[src/rtl/dragon_pkg.sv]
// Shared definitions for the dragon body controller and the dragon body.
// The lengthUpdate codes here are the ones the body decodes.
package dragon_pkg;

    // Codes carried on lengthUpdate from the controller to the body
    typedef enum logic [1:0] {
        LU_MOVE = 2'b00,
        LU_HEAL = 2'b01,
        LU_HIT  = 2'b10,
        LU_IDLE = 2'b11
    } length_update_t;

    // Controller sequencing states
    typedef enum logic [1:0] {
        ST_INIT = 2'b00,
        ST_RUN  = 2'b01,
        ST_OVER = 2'b10
    } ctrl_state_t;

    localparam int COUNTER_W = 6;
    localparam int LEN_W     = 3;

endpackage

[src/rtl/frame_tick_gen.sv]
// Rising-edge detector on vsync producing a registered one-cycle frame pulse.
// Shared by any block that needs to run at frame rate.
module frame_tick_gen (
    input  logic clk,
    input  logic reset,
    input  logic vsync,
    output logic frame_tick
);

    logic vsync_q;

    // Remember the previous vsync and flag the low-to-high transition
    always_ff @(posedge clk or negedge reset) begin
        if (!reset) begin
            vsync_q    <= 1'b0;
            frame_tick <= 1'b0;
        end else begin
            vsync_q    <= vsync;
            frame_tick <= vsync & ~vsync_q;
        end
    end

endmodule

[src/rtl/dragon_length_ctrl.sv]
// Dragon length controller: movement counter, heal/hit request latches,
// length sequencing FSM and post-hit invulnerability cooldown.
//
//   state   | meaning
//   --------+-----------------------------------------------------------
//   ST_INIT | grow INIT_LEN segments, one HEAL every other cycle
//   ST_RUN  | service one pending hit or heal per movement step
//   ST_OVER | length hit zero; counter frozen, requests ignored
module dragon_length_ctrl
    import dragon_pkg::*;
#(
    parameter int MOVE_PERIOD  = 10,
    parameter int MAX_LEN      = 7,
    parameter int INIT_LEN     = 3,
    parameter int HIT_COOLDOWN = 60
) (
    input  logic                 clk,
    input  logic                 reset,
    input  logic                 vsync,
    input  logic                 heal_req,
    input  logic                 hit_req,
    output logic [COUNTER_W-1:0] movementCounter,
    output logic [1:0]           lengthUpdate,
    output logic                 move_tick,
    output logic [LEN_W-1:0]     length,
    output logic                 invuln,
    output logic                 game_over
);

    localparam int CD_W = (HIT_COOLDOWN < 2) ? 1 : $clog2(HIT_COOLDOWN + 1);
    localparam logic [COUNTER_W-1:0] MOVE_LAST = COUNTER_W'(MOVE_PERIOD);
    localparam logic [LEN_W-1:0]     LEN_MAX   = LEN_W'(MAX_LEN);
    localparam logic [LEN_W-1:0]     LEN_INIT  = LEN_W'(INIT_LEN);
    localparam logic [CD_W-1:0]      CD_LOAD   = CD_W'(HIT_COOLDOWN);

    ctrl_state_t    state;
    length_update_t lu_q;
    logic           frame_tick;
    logic           init_phase;
    logic           heal_pend;
    logic           hit_pend;
    logic           hit_service;
    logic           heal_service;
    logic [CD_W-1:0] cooldown;

    frame_tick_gen u_frame_tick_gen (
        .clk        (clk),
        .reset      (reset),
        .vsync      (vsync),
        .frame_tick (frame_tick)
    );

    // Steps fire on the frame that wraps the counter; nothing moves once the game is over
    assign move_tick    = frame_tick && (movementCounter == MOVE_LAST) && (state != ST_OVER);
    assign hit_service  = (state == ST_RUN) && move_tick && hit_pend;
    assign heal_service = (state == ST_RUN) && move_tick && !hit_pend && heal_pend;
    assign lengthUpdate = lu_q;

    // Frame counter shared with the body: 0..MOVE_PERIOD, frozen in OVER
    always_ff @(posedge clk or negedge reset) begin
        if (!reset) begin
            movementCounter <= '0;
        end else if (frame_tick && (state != ST_OVER)) begin
            if (movementCounter == MOVE_LAST)
                movementCounter <= '0;
            else
                movementCounter <= movementCounter + 1'b1;
        end
    end

    // Request latches; a new request wins over a same-cycle service clear
    always_ff @(posedge clk or negedge reset) begin
        if (!reset) begin
            heal_pend <= 1'b0;
            hit_pend  <= 1'b0;
        end else if (state != ST_OVER) begin
            heal_pend <= heal_req | (heal_pend & ~heal_service);
            hit_pend  <= (hit_req & ~invuln) | (hit_pend & ~hit_service);
        end
    end

    // Length sequencing FSM with registered lengthUpdate, length and game_over
    always_ff @(posedge clk or negedge reset) begin
        if (!reset) begin
            state      <= ST_INIT;
            lu_q       <= LU_MOVE;
            length     <= '0;
            init_phase <= 1'b0;
            game_over  <= 1'b0;
        end else begin
            lu_q <= LU_MOVE;
            case (state)
                ST_INIT: begin
                    // length doubles as the count of INIT HEAL pulses issued
                    if (length == LEN_INIT) begin
                        state <= ST_RUN;
                    end else if (init_phase) begin
                        init_phase <= 1'b0;
                    end else begin
                        lu_q       <= LU_HEAL;
                        length     <= length + 1'b1;
                        init_phase <= 1'b1;
                    end
                end
                ST_RUN: begin
                    if (hit_service) begin
                        lu_q <= LU_HIT;
                        if (length <= LEN_W'(1)) begin
                            length    <= '0;
                            state     <= ST_OVER;
                            game_over <= 1'b1;
                        end else begin
                            length <= length - 1'b1;
                        end
                    end else if (heal_service && (length < LEN_MAX)) begin
                        lu_q   <= LU_HEAL;
                        length <= length + 1'b1;
                    end
                end
                ST_OVER: begin
                    game_over <= 1'b1;
                end
                default: begin
                    state <= ST_INIT;
                end
            endcase
        end
    end

    // Invulnerability window: loaded on a serviced hit, counts frames down to zero
    always_ff @(posedge clk or negedge reset) begin
        if (!reset) begin
            cooldown <= '0;
            invuln   <= 1'b0;
        end else if (hit_service) begin
            cooldown <= CD_LOAD;
            invuln   <= (HIT_COOLDOWN != 0);
        end else if (frame_tick && (cooldown != '0)) begin
            cooldown <= cooldown - 1'b1;
            if (cooldown == CD_W'(1))
                invuln <= 1'b0;
        end
    end

endmodule
[config.mk]
export PLATFORM = sky130hd
export DESIGN_NAME = dragon_length_ctrl
export DESIGN_NICKNAME = d
export VERILOG_FILES = /design/src/rtl/dragon_pkg.sv /design/src/rtl/frame_tick_gen.sv /design/src/rtl/dragon_length_ctrl.sv
export SDC_FILE = /design/constraint.sdc
export NUM_CORES = 1
export LEC_CHECK = 0
export BUFFER_PORTS_ARGS = -buffer_cell sky130_fd_sc_hd__buf_2
export CELL_PAD_IN_SITES_DETAIL_PLACEMENT = 0
export CELL_PAD_IN_SITES_GLOBAL_PLACEMENT = 1
export CORE_MARGIN = 2
export CORE_UTILIZATION = 40
export DETAILED_ROUTE_END_ITERATION = 10
export PLACE_DENSITY_LB_ADDON = 0.1
export SETUP_SLACK_MARGIN = 0.5
export SYNTH_ARGS = -nofsm -noshare
export SYNTH_HDL_FRONTEND = slang
export SYNTH_SLANG_ARGS = --single-unit
export TNS_END_PERCENT = 10
[constraint.sdc]
create_clock -name clk -period 2.1 [get_ports clk]
set_clock_uncertainty 0.1 [all_clocks]
set_input_delay 0.105 -clock clk [delete_from_list [all_inputs] [get_ports clk]]
set_output_delay 0.105 -clock clk [all_outputs]
set_load 0.01 [all_outputs]
==> flow_summary.yaml <==
run_status:
  status: "finished clean"
yosys:
  synth_top_flop_cell: "dfrtp_1"
  synthArstFlopShare: 1.00
  synth_nets: 139
  synthDistinctLibCells: 41
  ys_warn_count: 0
  netlist_area_sq_mm: 0.00133
  syn_area_per_cell_sq_um: 10.6
  ys_seq_elements: 26
  netlist_instances: 126
  synth_edf_count: 0
  yosysSeqAreaShare: 0.489
timing:
  fin_crit_ns: 1.86
  max_clock_freq_mhz: 538
  setup_viol: 0
  finalHoldViolations: 0
  tightest_slew_ns: 0.572
  tns_ns: 0
  relSlewSlack: 0.619
  period_share: 0.885
  slew_violations: 0
  rsz0062_at_grt: "yes"
critical_path:
  crit_type: "reg2reg"
  r2r-end: "length[0]$_DFFE_PN0P_"
  reg2reg_from: "length[0]$_DFFE_PN0P_"
  crit_required_ns: 2.23
  worst-path-max-fanout: 3
  arrival_ns: 1.99
  start_kind: "flop"
  ff2ff_setup_slack_ns: 0.24
  rr_worst_depth: 6
  end_kind: "flop"
global_routing:
  grt_pass1_wl_um: 4470
  grt_pass1_vias: 1007
  overflow: 0
  grt_max_degree: 27
  antenna_found_initial: 0
  grt_usage: 0.160
route:
  ant_nets: 0
  drt_pass1_iterations: 4
  vias: 1049
  wl_per_cell_um: 13.3
  drtIter0Drc: 52
  drt-total-wl_um: 2730
  via_per_inst: 5.09
  remaining_drc_errors: 0
power_and_ir_drop:
  p_int_uw: 1180
  p_comb_frac: 0.442
  power.total_uw: 1910
  irDropWorstVdd_mv: 0.557
  swShare: 0.382
  power.density_mw_per_mm2: 1140
  pwr-share-seq: 0.425
  cellLeakagePower_uw: 0.000816
  p_sw_uw: 730
  clkPwrFrac: 0.133
clocking:
  cts_tree: "built"
  clkSlewWorstSetupHoldPaths_ns: 0.14
  insertion_delay_ns: 0.33
  cts_root_buffer: "clkbuf_4"
  cts_num_sinks: 26
  htree_levels: 1
  clk_path_buf_depth: 2
  numCtsBuffers: 3
cells_and_area:
  layout_common_cells: "dfrtp_1, buf_2, buf_4"
  final_common_cell: "dfrtp_1"
  area_growth_pct: 25.9
  fillers: 302
  drive_gt1_frac: 0.346
  diodes: 0
  layout.nets: 176
placed_design:
  gp_congestion: 0.859
  io_buffers: 18
  dpl.hpwl_um: 1890
die:
  die_w_um: 61.7
  core_sq_mm: 0.00310
  io_pins: 19
  dieArea_sq_mm: 0.00381
  row_count: 20
  start_util: 0.429
  die_y_um: 61.7
flow_run:
  drv_cap: 0
min_path:
  hp-start: "hit_req"
  hold_depth: 4
  min_to: "hit_pend$_DFFE_PN0N_"
  hp-class: "in2reg"
## flip-flops by register name, indices dropped and copies added (netlist names)
name,count
cooldown,6
game_over,1
heal_pend,1
hit_pend,1
init_phase,1
invuln,1
length,3
lengthUpdate,2
movementCounter,6
state,2
u_frame_tick_gen.frame_tick,1
u_frame_tick_gen.vsync_q,1
## per-stage QoR
step	cells	setup WS, ns	utilization	cell area (sq um)	hold WS (ns)
6_report	206	0.242	0.540	1680	0.0945
5_1_grt	206	0.212	0.540	1680	0.100
4_1_cts	203	0.257	0.529	1640	0.105
3_5_place_dp	190	0.176	0.493	1530	0.0380
3_3_place_gp	190	0.217	0.493	1530	0.0375
2_1_floorplan	126	0.192	-	1370	-0.291
## how the worst max path moves through the flow
stage	slack (ns)	start	cells after the start	end
4_1_cts	0.26	length[0]$_DFFE_PN0P_	6	length[0]$_DFFE_PN0P_
5_1_grt	0.21	length[1]$_DFFE_PN0P_	6	length[0]$_DFFE_PN0P_
3_3_place_gp	0.22	length[0]$_DFFE_PN0P_	6	length[0]$_DFFE_PN0P_
6_report	0.24	length[0]$_DFFE_PN0P_	6	length[0]$_DFFE_PN0P_
3_5_place_dp	0.18	movementCounter[0]$_DFFE_PN0P_	7	length[0]$_DFFE_PN0P_
2_1_floorplan	0.19	length[1]$_DFFE_PN0P_	6	length[0]$_DFFE_PN0P_
## cells by family (layout without fill, tap and decap cells)
kind of cell,Yosys count,after routing,share of synthesized area
and+or+nand+nor,53,53,0.239
DFF,26,26,0.489
AOI/OAI and AO/OA,19,19,0.0977
buffers and inverters,10,46,0.0282
adders and majority gates,8,8,0.0752
xor gates and xnor gates,8,8,0.0526
muxes,2,2,0.0188
## per-layer routing
| layer | up-vias | track usage | part of all wire |
|---|---|---|---|
| met2 | 23 | 0.266 | 0.46 |
| met3 | 4 | 0.0455 | 0.044 |
| met4 | 0 | 0.0365 | 0.011 |
| met5 | - | 0 | 0 |
| li1 | 508 | - | - |
| met1 | 514 | 0.209 | 0.48 |
## power by group through the flow
stage | registers, uW | clock network [uW] | logic (uW)
after floorplan | 864 | 0 | 446
after global placement | 820 | 0 | 723
after detailed placement | 831 | 0 | 739
after CTS | 809 | 261 | 826
after global routing | 836 | 278 | 956
final | 813 | 254 | 845
## repair_timing
action	in CTS	in global routing
resized for setup	2	6
hold endpoints to repair	29	0
hold buffers	3	0
pin swaps	3	4
cloned	0	0
setup endpoints to repair	10	19
setup buffers	6	3
## area by class of cell
class / count / area (sq um) / area share
multi-input combinational: 90 / 684 / 0.408
timing repair buffer: 33 / 210 / 0.125
clock buffer: 4 / 36.3 / 0.0216
inverter: 9 / 33.8 / 0.0201
tap: 44 / 55.1 / 0.0328
sequential: 26 / 657 / 0.392
## cell usage after synthesis, types with 2 or more instances
master / count / area [sq um]
a21oi_1: 7 / 35.0
and2_1: 2 / 12.5
dfrtp_1: 26 / 651
ha_1: 8 / 100
inv_1: 9 / 33.8
nand2_1: 10 / 37.5
nand3_1: 5 / 25.0
nor2_1: 10 / 37.5
nor2b_1: 3 / 18.8
nor3_1: 5 / 25.0
o21ai_1: 2 / 10.0
o31ai_1: 2 / 15.0
or3_1: 3 / 18.8
xnor2_1: 2 / 17.5
xor2_1: 6 / 52.6
## worst max-delay path, cell delays in order, from the launching register on
cell and delay, ns:
dfrtp_2 0.46, ha_4 0.17, ha_4 0.15, or3_4 0.33, o21ai_2 0.09, and2_4 0.18
mux2_4 0.29
Power figures use the tool's default switching activity.
